===== src/rtl/lieat_axi_master.sv =====
// Single-outstanding AXI4 initiator: turns one valid/ready memory request into
// one single-beat AXI read or write and returns the checked result.
module lieat_axi_master #(
  parameter logic [3:0] AXI_ID = 4'd0
) (
  input  logic        clk,
  input  logic        rst,
  input  logic        req_valid,
  output logic        req_ready,
  input  logic        req_write,
  input  logic [31:0] req_addr,
  input  logic [2:0]  req_size,
  input  logic [31:0] req_wdata,
  input  logic [3:0]  req_wstrb,
  output logic        rsp_valid,
  input  logic        rsp_ready,
  output logic [31:0] rsp_rdata,
  output logic        rsp_err,
  output logic        io_master_awvalid,
  input  logic        io_master_awready,
  output logic [31:0] io_master_awaddr,
  output logic [3:0]  io_master_awid,
  output logic [7:0]  io_master_awlen,
  output logic [2:0]  io_master_awsize,
  output logic [1:0]  io_master_awburst,
  output logic        io_master_wvalid,
  input  logic        io_master_wready,
  output logic [31:0] io_master_wdata,
  output logic [7:0]  io_master_wstrb,
  output logic        io_master_wlast,
  output logic        io_master_bready,
  input  logic        io_master_bvalid,
  input  logic [1:0]  io_master_bresp,
  input  logic [3:0]  io_master_bid,
  output logic        io_master_arvalid,
  input  logic        io_master_arready,
  output logic [31:0] io_master_araddr,
  output logic [3:0]  io_master_arid,
  output logic [7:0]  io_master_arlen,
  output logic [2:0]  io_master_arsize,
  output logic [1:0]  io_master_arburst,
  output logic        io_master_rready,
  input  logic        io_master_rvalid,
  input  logic [1:0]  io_master_rresp,
  input  logic [31:0] io_master_rdata,
  input  logic        io_master_rlast,
  input  logic [3:0]  io_master_rid
);

  typedef enum logic [2:0] {IDLE, RD_ADDR, RD_DATA, WR_REQ, WR_RESP, RSP} state_t;

  state_t      state_reg, state_next;
  logic [31:0] addr_reg, addr_next;
  logic [2:0]  size_reg, size_next;
  logic [31:0] wdata_reg, wdata_next;
  logic [3:0]  wstrb_reg, wstrb_next;
  logic        aw_done_reg, aw_done_next;
  logic        w_done_reg, w_done_next;
  logic [31:0] rdata_reg, rdata_next;
  logic        err_reg, err_next;

  logic req_illegal;
  logic rd_err;
  logic wr_err;

  // Misaligned halfword/word accesses and undefined sizes never reach the bus.
  assign req_illegal = (req_size > 3'd2) ||
                       ((req_size == 3'd1) && req_addr[0]) ||
                       ((req_size == 3'd2) && (req_addr[1:0] != 2'b00));
  assign rd_err = (io_master_rresp != 2'b00) || !io_master_rlast || (io_master_rid != AXI_ID);
  assign wr_err = (io_master_bresp != 2'b00) || (io_master_bid != AXI_ID);

  always_ff @(posedge clk) begin
    if (rst) begin
      state_reg   <= IDLE;
      addr_reg    <= '0;
      size_reg    <= '0;
      wdata_reg   <= '0;
      wstrb_reg   <= '0;
      aw_done_reg <= 1'b0;
      w_done_reg  <= 1'b0;
      rdata_reg   <= '0;
      err_reg     <= 1'b0;
    end else begin
      state_reg   <= state_next;
      addr_reg    <= addr_next;
      size_reg    <= size_next;
      wdata_reg   <= wdata_next;
      wstrb_reg   <= wstrb_next;
      aw_done_reg <= aw_done_next;
      w_done_reg  <= w_done_next;
      rdata_reg   <= rdata_next;
      err_reg     <= err_next;
    end
  end

  always_comb begin
    state_next   = state_reg;
    addr_next    = addr_reg;
    size_next    = size_reg;
    wdata_next   = wdata_reg;
    wstrb_next   = wstrb_reg;
    aw_done_next = aw_done_reg;
    w_done_next  = w_done_reg;
    rdata_next   = rdata_reg;
    err_next     = err_reg;
    case (state_reg)
      IDLE: begin
        if (req_valid) begin
          addr_next  = req_addr;
          size_next  = req_size;
          wdata_next = req_wdata;
          wstrb_next = req_wstrb;
          if (req_illegal) begin
            err_next   = 1'b1;
            rdata_next = '0;
            state_next = RSP;
          end else if (req_write) begin
            aw_done_next = 1'b0;
            w_done_next  = 1'b0;
            state_next   = WR_REQ;
          end else begin
            state_next = RD_ADDR;
          end
        end
      end
      RD_ADDR: begin
        if (io_master_arready) state_next = RD_DATA;
      end
      RD_DATA: begin
        if (io_master_rvalid) begin
          err_next   = rd_err;
          rdata_next = rd_err ? 32'd0 : io_master_rdata;
          state_next = RSP;
        end
      end
      WR_REQ: begin
        // Address and data channels complete independently, possibly together.
        aw_done_next = aw_done_reg | io_master_awready;
        w_done_next  = w_done_reg | io_master_wready;
        if (aw_done_next && w_done_next) state_next = WR_RESP;
      end
      WR_RESP: begin
        if (io_master_bvalid) begin
          err_next   = wr_err;
          rdata_next = '0;
          state_next = RSP;
        end
      end
      RSP: begin
        if (rsp_ready) state_next = IDLE;
      end
      default: state_next = IDLE;
    endcase
  end

  assign req_ready = (state_reg == IDLE);
  assign rsp_valid = (state_reg == RSP);
  assign rsp_rdata = rdata_reg;
  assign rsp_err   = err_reg;

  assign io_master_awvalid = (state_reg == WR_REQ) && !aw_done_reg;
  assign io_master_awaddr  = addr_reg;
  assign io_master_awid    = AXI_ID;
  assign io_master_awlen   = 8'd0;
  assign io_master_awsize  = size_reg;
  assign io_master_awburst = 2'b01;
  assign io_master_wvalid  = (state_reg == WR_REQ) && !w_done_reg;
  assign io_master_wdata   = wdata_reg;
  assign io_master_wstrb   = {4'b0000, wstrb_reg};
  assign io_master_wlast   = 1'b1;
  assign io_master_bready  = (state_reg == WR_RESP);
  assign io_master_arvalid = (state_reg == RD_ADDR);
  assign io_master_araddr  = addr_reg;
  assign io_master_arid    = AXI_ID;
  assign io_master_arlen   = 8'd0;
  assign io_master_arsize  = size_reg;
  assign io_master_arburst = 2'b01;
  assign io_master_rready  = (state_reg == RD_DATA);

endmodule


===== config.mk =====
export PLATFORM = sky130hd
export DESIGN_NAME = lieat_axi_master
export DESIGN_NICKNAME = d
export VERILOG_FILES = /design/src/rtl/lieat_axi_master.sv
export SDC_FILE = /design/constraint.sdc
export NUM_CORES = 1
export LEC_CHECK = 0
export ABC_CLOCK_PERIOD_IN_PS = 1340
export BUFFER_PORTS_ARGS = -buffer_cell sky130_fd_sc_hd__clkbuf_2
export CAP_MARGIN = 20
export CORE_AREA = 2 2 117 119
export CTS_BUF_LIST = sky130_fd_sc_hd__clkbuf_4
export DETAILED_ROUTE_END_ITERATION = 16
export DIE_AREA = 0 0 119 121
export GPL_TIMING_DRIVEN = 0
export HOLD_SLACK_MARGIN = 0.08
export PLACE_DENSITY = 0.71
export SLEW_MARGIN = 10
export SYNTH_ARGS = -nofsm -noshare
export SYNTH_HDL_FRONTEND = slang
export SYNTH_SLANG_ARGS = --single-unit

===== constraint.sdc =====
create_clock -name clk -period 1.34 [get_ports clk]
set_input_delay 0.067 -clock clk [delete_from_list [all_inputs] [get_ports clk]]
set_output_delay 0.067 -clock clk [all_outputs]
set_load 0.01 [all_outputs]

Yosys cells after proc, flatten, opt, wreduce, memory -nomap -nowiden
Cells that the tools add are included.
{"block": "totals", "regBits": 109, "input_bits": 126}
{"block": "op_classes", "n_reduce_logical": 25, "n_eq_ne": 16, "n_bitwise": 2, "magnitude_cmp": 1, "n_mux": 25}
{"cell": "$mux 32", "count": 5}
{"cell": "$pmux 32 s3", "count": 1}
{"cell": "$mux 3", "count": 7}
{"cell": "$pmux 3 s6", "count": 1}
{"cell": "$ne 2x1->1 const B", "count": 6}
{"cell": "$eq 3x2->1 const B", "count": 3}
{"cell": "$reduce_bool 2->1", "count": 4}
{"cell": "$reduce_bool 4->1", "count": 2}
{"cell": "$mux 1", "count": 7}
{"cell": "$eq 3x1->1 const B", "count": 2}
{"cell": "$eq 3x3->1 const B", "count": 2}
{"cell": "$ne 2x2->1 const B", "count": 3}
{"cell": "$reduce_and 6->1", "count": 1}
{"cell": "$logic_and 1x1->1", "count": 5}
{"cell": "$logic_or 1x1->1", "count": 5}
{"cell": "$reduce_and 5->1", "count": 1}
{"cell": "$pmux 1 s2", "count": 2}
{"cell": "$reduce_and 4->1", "count": 1}
{"cell": "$gt 3x2->1 const B", "count": 1}
{"cell": "$logic_not 1->1", "count": 3}
{"cell": "$logic_not 3->1", "count": 1}
{"cell": "$pmux 1 s3", "count": 1}
{"cell": "$reduce_bool 3->1", "count": 1}
{"cell": "$mux 2", "count": 1}
{"cell": "2 further kinds", "count": 3}

Depth between registers and ports, before layout
{"block": "depth", "ltp_word": 7, "ltp_mapped": 7, "depth_no_buf": 4}

Worst setup path before layout
OpenSTA, ideal clock, no wires.
{"block": "synth_timing", "kind": "reg-to-reg", "startpoint": "register state_reg[2]", "endpoint": "register rdata_reg[13], in the netlist rsp_rdata[13]", "path_slack_ns": -0.144, "period_less_slack_ns": 1.484, "path_buffers": 2, "required_ns": 1.283, "path_stages_with_launch": 7, "setup_ns": 0.057, "t_arrival_ns": 1.426, "cell_sequence": "dfxtp_1 > buf_6 > mux2i_2 > nor3_2 > a211oi_2 > buf_6 > a22o_2"}
{"block": "synth_between", "elab_chain_cells": 3}
{"item": "from (decl)", "line": "52", "text": "state_t state_reg, state_next;"}
{"item": "from (signal assigned)", "line": "85", "text": "state_reg <= state_next;"}
{"item": "$eq 3x2->1, or another cell as far along", "line": "107", "text": "case (state_reg)"}
{"item": "$ne 2x1->1 (no line), or another cell as far along"}
{"item": "$reduce_and 5->1 (no line)"}
{"item": "to (signal assigned)", "line": "92", "text": "rdata_reg <= rdata_next;"}
{"item": "to (decl)", "line": "59", "text": "logic [31:0] rdata_reg, rdata_next;"}
Parallel ways exist; a longest one is shown, timed or not.
A chain may end at the register's enable or synchronous reset.

Worst setup path in the final report
{"block": "layout_timing", "startpoint": "register state_reg[2]", "endpoint": "register rdata_reg[12], in the netlist rsp_rdata[12]"}
The elaborated chain is that of the path after synthesis.

==> flow_metrics.tcl <==
set metrics [dict create \
    utilization 0.687 \
    grt.total_usage 0.203 \
    slew_violations 0 \
    io_pins 305 \
    maxCapViolCount 0 \
    synth_area_mm2 0.00447 \
    critical-path-max-stage-delay_ns 0.35 \
    cp_cell_sequence "buf_8 -> nor2b_4 -> and3_4 -> nor3b_4 -> buf_6 -> buf_8 -> a22o_1" \
    layout_min_cycle_time_ns 1.64 \
    synth-async-reset-ratio 0 \
    synth_cell_types 39 \
    ff2ff_path_depth 7 \
    dp.final_hpwl_um 10000 \
    die_h_um 121 \
    detail-route-antenna-nets 0 \
    portBuffers 270 \
    layout.nets 1106 \
    powerDensity_mw_per_mm2 1020 \
    hold_depth 2 \
    fillers 887 \
    area.growth.synth_to_final_pct 101 \
    via_count 5492 \
    gp_congestion 0.821 \
    slew_headroom 0.460 \
    ys_seq_area_frac 0.488 \
    p_leak_nw 4.49 \
    post-route-worst-setup-slack_ns -0.300 \
    vias_per_cell 4.73 \
    setup_viol 116 \
    min_path_type "in2reg" \
    regArea_mm2 0.00219 \
    skew_ns 0.0181 \
    cts_buffers 9 \
    dieArea_mm2 0.0144 \
    start_util 0.342 \
    final_layout_size_suffix_gt1_frac 0.595 \
    avgSynthCellArea_um2 8.64 \
    wire_per_inst_um 16.1 \
    synthFlopType "dfxtp_1" \
    synth-warning-count 0 \
    multi_input_area_mm2 0.00252 \
    synth-edff-count 0 \
    vdd_drop_max_uv 1060 \
    p_sw_frac 0.343 \
    antenna_found_initial 1 \
    h-tree-depth 3 \
    routed_wl_um 18700 \
    grt_max_degree 19 \
    end_kind "flop" \
    drt-initial-drc-count 270 \
    clk_pin_slew_worst_paths_ns 0.17 \
    internal-power_mw 6.01 \
    power.switching_mw 3.14 \
    post-route-period-util 1.22 \
    status "finished, violations left" \
    drc 0 \
    cts_tree "done" \
    grt_pass1_wl_um 23500 \
    power.share.clock 0.186 \
    core_area_mm2 0.0131 \
    grt_overflow 0 \
    hold_violations 0 \
    combinationalPowerShare 0.410 \
    power_frac_seq 0.404 \
    cp_slowest_cell "dfxtp_2" \
    synth-seq-cells 109 \
    cp-start-kind "flop" \
    power_mw 9.14 \
    layout_commonest_cell "clkbuf_2" \
    grt_pass1_vias 4859 \
    root_buffer "clkbuf_4" \
    fmax_mhz 610 \
    critical_path_class "reg2reg" \
    drt_pass1_iterations 4 \
    synthCells 518 \
    worst_slew_pin_slew_ns 0.810 \
    final_cell_mix "269 x clkbuf_2, 112 x dlygate4sd3_1, 106 x dfxtp_1" \
    crit_path_frequent_cell "buf_8" \
    die_w_um 119 \
    clock_path_buffers 2 \
    worstPathMaxFanout 10 \
    crit_arrival_ns 2.07 \
    grt_setup_unrepaired "true" \
    clk-insertion-delay-late_ns 0.48 \
    clock_sinks 109 \
    rows 42 \
    violations "negative setup slack" \
    timing.hold.ws_ns 0.166 \
    cp.required_ns 1.77 \
]
==> per-stage QoR <==
step | setup TNS (ns) | setup slack, ns | cell area, µm² | std cells
floorplan | -8.81 | -0.133 | 4600 | 549
global placement | -33.43 | -0.343 | 6170 | 995
detailed placement | -35.42 | -0.377 | 6170 | 995
CTS | -21.70 | -0.294 | 7580 | 1128
global route | -30.79 | -0.358 | 8990 | 1162
finish | -24.05 | -0.300 | 8990 | 1162
==> worst paths after layout <==
kind                                         start                  to  slack (ns)
worst max-delay path                  state_reg[2]       rsp_rdata[12]       -0.30
worst min-delay path                           rst        state_reg[2]        0.17
worst max register to register        state_reg[2]       rsp_rdata[12]       -0.30
worst min register to register  io_master_wdata[6]  io_master_wdata[6]        0.47
==> synth_stat cells (all sizes together) (3+ instances only) <==
cell type,instances,share of area
nand2,148,0.12
dfxtp,109,0.49
buf,85,0.14
a21oi,75,0.084
a22o,32,0.066
clkbuf,17,0.014
nor2,8,0.0067
a211oi,5,0.0095
nand3,5,0.0056
o21ai,5,0.0056
inv,3,0.0025
nor3,3,0.0056
==> worst max-delay path, delay by kind of cell (launching register included) <==
kind | cells | cell delay [ns]
DFF | 1 | 0.35
buffers and inverters | 3 | 0.46
AOI/OAI and AO/OA | 1 | 0.16
and+or+nand+nor | 3 | 0.61
==> layout make-up <==
| type | instances | share of cell area |
|---|---|---|
| antenna | 1 | 0.000278 |
| buffer | 101 | 0.0952 |
| clock buffer | 9 | 0.00751 |
| clock inverter | 7 | 0.00849 |
| inverter | 3 | 0.00125 |
| multi-input combinational | 335 | 0.280 |
| sequential | 109 | 0.244 |
| tap | 176 | 0.0245 |
| timing repair buffer | 421 | 0.339 |
==> power by group through the flow <==
stage	Clock [mW]	Sequential, mW	Combinational (mW)
3_5_place_dp	0	3.73	2.05
2_1_floorplan	0	3.81	1.15
3_3_place_gp	0	3.72	2.04
6_report	1.70	3.69	3.75
5_1_grt	1.88	3.72	3.98
4_1_cts	1.75	3.67	2.46
==> kinds of logic (layout without fill, tap and decap cells) <==
kind of cell / Yosys count / in the layout / share of synthesized area
AND/OR/NAND/NOR: 175 / 175 / 0.164
AO/OA/AOI/OAI: 125 / 125 / 0.180
flip-flops: 109 / 109 / 0.488
buffers and inverters: 105 / 541 / 0.161
other: 2 / 34 / 0.00168
multiplexers: 2 / 2 / 0.00531
==> what timing repair did <==
action                                  4_1_cts  5_1_grt
setup buffers                                 6       18
pin swaps                                    19      128
gates cloned                                  0       16
resized for setup                            37      246
hold buffers                                111        1
endpoints found under the setup margin      115      116
endpoints found under the hold margin       109        1
==> routing by layer <==
layer,track usage,up-vias,wire [µm]
li1,-,2560,-
met1,0.225,2618,6620
met2,0.371,277,10300
met3,0.0625,37,1400
met4,0.0655,0,391
met5,0,-,0
Note: power is estimated with default switching activity, not from simulation.
